## src/rtl/crypto_seq_pkg.sv

```systemverilog
// ---------------------------------------------------------------------------
// crypto_seq_pkg
// Shared definitions for the crypto sequencer:
//   state_t         - sequencer FSM states
//   ST_*            - bit positions inside the 8-bit status word
//   DEFAULT_TIMEOUT - default WAIT-state cycle budget
// ---------------------------------------------------------------------------
package crypto_seq_pkg;

    typedef enum logic [2:0] {
        S_IDLE    = 3'd0,
        S_LOAD    = 3'd1,
        S_START   = 3'd2,
        S_WAIT    = 3'd3,
        S_CAPTURE = 3'd4,
        S_ERROR   = 3'd5
    } state_t;

    localparam int ST_BUSY    = 0;
    localparam int ST_DONE    = 1;
    localparam int ST_TIMEOUT = 2;
    localparam int ST_PENDING = 3;

    localparam int DEFAULT_TIMEOUT = 65535;

endpackage

```

## src/rtl/cdc_pulse_sync.sv

```systemverilog
// ---------------------------------------------------------------------------
// cdc_pulse_sync
// Brings an asynchronous level into the clk domain through a two-flop
// synchronizer and emits a registered one-cycle pulse on each rising edge.
// Ports:
//   clk      in  destination clock
//   rst_n    in  asynchronous active-low reset
//   async_in in  level from another clock domain / host register
//   pulse    out one-cycle pulse per synchronized rising edge
// ---------------------------------------------------------------------------
module cdc_pulse_sync (
    input  logic clk,
    input  logic rst_n,
    input  logic async_in,
    output logic pulse
);

    logic [1:0] sync_reg;
    logic       prev_reg;
    logic       pulse_reg;

    // sync_reg[1] is the first metastability-safe copy; prev_reg delays it
    // by one cycle for edge detection. The pulse itself is registered so no
    // downstream logic sees a combinational path from the synchronizer.
    always_ff @(posedge clk or negedge rst_n) begin
        if (!rst_n) begin
            sync_reg  <= 2'b00;
            prev_reg  <= 1'b0;
            pulse_reg <= 1'b0;
        end else begin
            sync_reg  <= {sync_reg[0], async_in};
            prev_reg  <= sync_reg[1];
            pulse_reg <= sync_reg[1] & ~prev_reg;
        end
    end

    assign pulse = pulse_reg;

endmodule

```

## src/rtl/crypto_sequencer.sv

```systemverilog
// ---------------------------------------------------------------------------
// crypto_sequencer
// Runs one encryption on the crypto core per host "go" edge: latches key and
// plaintext, strobes load/start, holds the capture trigger while the core
// runs, then stores the ciphertext and status for host readback.
// Ports:
//   clk_sys, reset_n       clock, asynchronous active-low reset
//   go_in                  host go bit (asynchronous level)
//   key_in, pt_in          key / plaintext from host memory bus
//   core_key, core_pt      registered copies presented to the core
//   core_load, core_start  one-cycle strobes to the core
//   core_done, core_ct     core result handshake and ciphertext
//   ct_out                 captured ciphertext
//   status                 {4'b0, go_pending, timeout, done, busy}
//   op_count               completed-operation counter (wraps)
//   trigger                capture trigger, high while the core runs
// ---------------------------------------------------------------------------
module crypto_sequencer
    import crypto_seq_pkg::*;
#(
    parameter int KEY_W     = 128,
    parameter int PT_W      = 128,
    parameter int CT_W      = 128,
    parameter int TIMEOUT   = DEFAULT_TIMEOUT,
    parameter int TIMEOUT_W = 16
) (
    input  logic             clk_sys,
    input  logic             reset_n,
    input  logic             go_in,
    input  logic [KEY_W-1:0] key_in,
    input  logic [PT_W-1:0]  pt_in,
    output logic [KEY_W-1:0] core_key,
    output logic [PT_W-1:0]  core_pt,
    output logic             core_load,
    output logic             core_start,
    input  logic             core_done,
    input  logic [CT_W-1:0]  core_ct,
    output logic [CT_W-1:0]  ct_out,
    output logic [7:0]       status,
    output logic [15:0]      op_count,
    output logic             trigger
);

    localparam logic [TIMEOUT_W-1:0] WAIT_LAST = TIMEOUT_W'(TIMEOUT - 1);

    state_t               state_reg;
    logic [KEY_W-1:0]     core_key_reg;
    logic [PT_W-1:0]      core_pt_reg;
    logic                 core_load_reg;
    logic                 core_start_reg;
    logic                 trigger_reg;
    logic [CT_W-1:0]      ct_out_reg;
    logic [15:0]          op_count_reg;
    logic                 done_reg;
    logic                 timeout_reg;
    logic                 pending_reg;
    logic [TIMEOUT_W-1:0] wait_cnt_reg;
    logic                 go_rise;

    cdc_pulse_sync u_go_sync (
        .clk      (clk_sys),
        .rst_n    (reset_n),
        .async_in (go_in),
        .pulse    (go_rise)
    );

    always_ff @(posedge clk_sys or negedge reset_n) begin
        if (!reset_n) begin
            state_reg      <= S_IDLE;
            core_key_reg   <= '0;
            core_pt_reg    <= '0;
            core_load_reg  <= 1'b0;
            core_start_reg <= 1'b0;
            trigger_reg    <= 1'b0;
            ct_out_reg     <= '0;
            op_count_reg   <= '0;
            done_reg       <= 1'b0;
            timeout_reg    <= 1'b0;
            pending_reg    <= 1'b0;
            wait_cnt_reg   <= '0;
        end else begin
            // Strobes are high only in the cycle after the transition that
            // sets them.
            core_load_reg  <= 1'b0;
            core_start_reg <= 1'b0;

            // A request arriving while busy is remembered once; more edges
            // before relaunch collapse into the same pending request.
            if (go_rise && (state_reg != S_IDLE)) begin
                pending_reg <= 1'b1;
            end

            case (state_reg)
                S_IDLE: begin
                    if (go_rise || pending_reg) begin
                        state_reg     <= S_LOAD;
                        core_key_reg  <= key_in;
                        core_pt_reg   <= pt_in;
                        core_load_reg <= 1'b1;
                        pending_reg   <= 1'b0;
                        done_reg      <= 1'b0;
                        timeout_reg   <= 1'b0;
                    end
                end
                S_LOAD: begin
                    state_reg      <= S_START;
                    core_start_reg <= 1'b1;
                    trigger_reg    <= 1'b1;
                end
                S_START: begin
                    state_reg    <= S_WAIT;
                    wait_cnt_reg <= '0;
                end
                S_WAIT: begin
                    // core_done takes priority over an expiring budget.
                    if (core_done) begin
                        state_reg   <= S_CAPTURE;
                        trigger_reg <= 1'b0;
                    end else if (wait_cnt_reg == WAIT_LAST) begin
                        state_reg   <= S_ERROR;
                        trigger_reg <= 1'b0;
                    end else begin
                        wait_cnt_reg <= wait_cnt_reg + TIMEOUT_W'(1);
                    end
                end
                S_CAPTURE: begin
                    state_reg    <= S_IDLE;
                    ct_out_reg   <= core_ct;
                    op_count_reg <= op_count_reg + 16'd1;
                    done_reg     <= 1'b1;
                end
                S_ERROR: begin
                    state_reg   <= S_IDLE;
                    timeout_reg <= 1'b1;
                end
                default: begin
                    state_reg <= S_IDLE;
                end
            endcase
        end
    end

    assign core_key   = core_key_reg;
    assign core_pt    = core_pt_reg;
    assign core_load  = core_load_reg;
    assign core_start = core_start_reg;
    assign trigger    = trigger_reg;
    assign ct_out     = ct_out_reg;
    assign op_count   = op_count_reg;

    always_comb begin
        status             = 8'h00;
        status[ST_BUSY]    = (state_reg != S_IDLE);
        status[ST_DONE]    = done_reg;
        status[ST_TIMEOUT] = timeout_reg;
        status[ST_PENDING] = pending_reg;
    end

endmodule

```

## config.mk

```make
export PLATFORM = sky130hd
export DESIGN_NAME = crypto_sequencer
export DESIGN_NICKNAME = d
export VERILOG_FILES = /design/src/rtl/crypto_seq_pkg.sv /design/src/rtl/cdc_pulse_sync.sv /design/src/rtl/crypto_sequencer.sv
export SDC_FILE = /design/constraint.sdc
export NUM_CORES = 1
export LEC_CHECK = 0
export ABC_AREA = 1
export BUFFER_PORTS_ARGS = -buffer_cell sky130_fd_sc_hd__buf_2
export CAP_MARGIN = 40
export CORE_AREA = 4 4 308 310
export CTS_BUF_LIST = sky130_fd_sc_hd__clkbuf_16
export DETAILED_ROUTE_END_ITERATION = 12
export DIE_AREA = 0 0 312 314
export GPL_TIMING_DRIVEN = 1
export PLACE_DENSITY_LB_ADDON = 0.08
export REMOVE_ABC_BUFFERS = 1
export SYNTH_ARGS = -nofsm -noshare
export SYNTH_HDL_FRONTEND = slang
export SYNTH_SLANG_ARGS = --single-unit
```

## constraint.sdc

```tcl
create_clock -name clk_sys -period 1.4 [get_ports clk_sys]
set_input_delay 0.28 -clock clk_sys [delete_from_list [all_inputs] [get_ports clk_sys]]
set_output_delay 0.28 -clock clk_sys [all_outputs]
set_load 0.05 [all_outputs]
```

==> metrics <==
status finished with violations; violated checks negative setup slack; CTS Buf Count 55; Post-Route WL 81.8 mm; Iter 0 DRT Violations 839; syn_area_per_cell 8.75 um2; CTS root buffer clkbuf_16; most frequent cells after synthesis nand2_1, dfrtp_1, buf_2; initial antenna violation count 5; FF-to-FF path depth 10; Seq/Total Area, Yosys 63.8%; Synth async-reset ratio 100%; crit path to status[0]; die height 314 um; Syn Std Cell Area 16800 um2; via count 17800; Max Freq 0.575 GHz; H-tree levels 2; EDFF count, synth 0; Period minus WS final 1.74 ns; fin util 37.3%; io pins 799; WS Path Type reg2out; end of the worst register-to-register path core_pt[77]; GRT overflow 0; largest net degree at the start of global routing 60; most instantiated library cell after synthesis nand2_1; Synth area leader dfrtp_1; WP data required 1.12 ns; hold crit path type in2async; Clk Latency, worst-skew pair 0.60 ns; RSZ-0062 raised after global routing yes; Clock Path Buffers 3; area grow syn2layout 103%; CTS clk-pin slew, worst paths 0.06 ns; CTS sink cnt 429; Hold Vio Cnt, Final 0; Mapped Cells 1923; Primary FF master, synth dfrtp_1; Layout Nets 3707; row count 111; max cap viols 0; Max FO, Critical Path 2; Final HPWL DP 53.5 mm; flop2flop setup slack -0.33 ns; Worst R2R Start state_reg[0]; Synth top area share 63.8%; vias in the first global route 19100; placed cells 3921; routed wire length per instance 18.0 um; WP data arrival 1.46 ns; DRT Pass-1 Iters 5; DIE AREA 98000 um2; unique cell type count in the Yosys netlist 27; Slew Viols, Final 0; Lkg Pwr 17.6 nW; core footprint 91700 um2; Warnings, synthesis 0; Die X 312 um; antenna viol nets, final 0; Final Wtd Congestion 0.801; layout cells sized above 1 39.0%; total track usage 14.8%; TritonCTS clock tree done; DRC 0; via-per-instance ratio 3.91; Peak VDD IR 1.51 mV; Pwr per Cell Area 2670 nW/um2; Port Buffers 794; first-pass GRT wire length 114 mm; Initial Utilization 18.4%; Tot Pwr 91.2 mW; Synth area leaders dfrtp_1, nand2_1, buf_4; ratio of final minimum period to clock period 124%; critical path launch point state_reg[0]; post-synthesis register bit count 429; final setup violation count 824; CP Launch Type flop; Critical Path End Type output port; Finished Layout Cells 4546; post-route setup slack -0.339 ns; Final Skew 0.0185 ns
## per-stage QoR
stage / setup WS [ns] / hold slack (ns) / area (um2) / setup TNS [ns]
floorplan: -4.69 / -0.0156 / 16300 / -1438.57
global placement: -0.181 / 0.183 / 23000 / -23.73
detailed placement: -0.206 / 0.181 / 23000 / -33.18
CTS: -0.412 / 0.146 / 32100 / -93.34
global route: -0.421 / 0.157 / 34100 / -165.70
finish: -0.339 / 0.195 / 34100 / -101.70
## critical path, stage by stage, from the launching register on
cell     delay [ns]
dfrtp_1        0.41
nor2_4         0.13
nand2_2        0.07
buf_6          0.12
buf_12         0.14
## worst min-delay path by stage
stage,start,endpoint,slack (ns),cells past startpoint
after floorplan,reset_n,core_key[0],-0.02,0
after global placement,reset_n,core_pt[111],0.18,1
after detailed placement,reset_n,core_key[86],0.18,1
after CTS,reset_n,core_key[60],0.15,2
after global routing,reset_n,core_key[60],0.16,2
final,reset_n,core_key[60],0.20,2
## layout by cell type (no fill, tap or decap), types with 22 or more instances in the layout
| master | Yosys | layout |
|---|---|---|
| nand3_1 | 30 | 25 |
| dlygate4sd3_1 | 0 | 387 |
| nor2_1 | 45 | 40 |
| inv_1 | 31 | 39 |
| buf_4 | 34 | 128 |
| buf_2 | 48 | 387 |
| dfrtp_1 | 429 | 426 |
| clkbuf_16 | 0 | 92 |
| nand2_2 | 4 | 122 |
| buf_12 | 0 | 36 |
| nand2_4 | 1 | 39 |
| buf_16 | 0 | 22 |
| nand2_1 | 1232 | 1073 |
| buf_6 | 4 | 416 |
## final cells by class
type,instances,area (um2)
antenna,5,12.5
clock buffer,57,1430
clock inverter,39,205
fill,9297,57500
inverter,36,200
multi-input combinational,1367,6140
sequential,429,10700
tap,1186,1480
timing repair buffer,1423,13900
timing repair inverter,4,86.3
## power by group
| group | switching (mW) | internal [mW] |
|---|---|---|
| Sequential | 4.83 | 18.3 |
| Clock | 5.69 | 7.45 |
| Combinational | 34.1 | 20.9 |
| Total | 44.6 | 46.6 |
## routing by layer
metal  global-route usage, %  vias up  part of all wire [%]
met5                       0        -                     0
met4                    5.16        0                   3.3
met3                    4.12      112                   6.3
met2                    26.2      567                    50
met1                    17.1     8494                    40
li1                        -     8620                     -
## cell families after synthesis
logic type                 after synthesis  share of synthesized area, %
and+or+nand+nor                       1325                          30.3
adders and majority gates                3                         0.223
xor gates and xnor gates                17                         0.885
DFF                                    429                          63.8
AOI/OAI and AO/OA                       16                         0.558
buffers and inverters                  132                          4.24
other                                    1                        0.0223
## what timing repair did
item | 4_1_cts | 5_1_grt
hold buffers | 387 | 0
resized for setup | 899 | 268
setup buffers | 69 | 11
hold endpoints to repair | 709 | 0
pin swaps | 10 | 28
gates cloned | 9 | 49
endpoints found under the setup margin | 822 | 828
(Power assumes the default switching activity.)
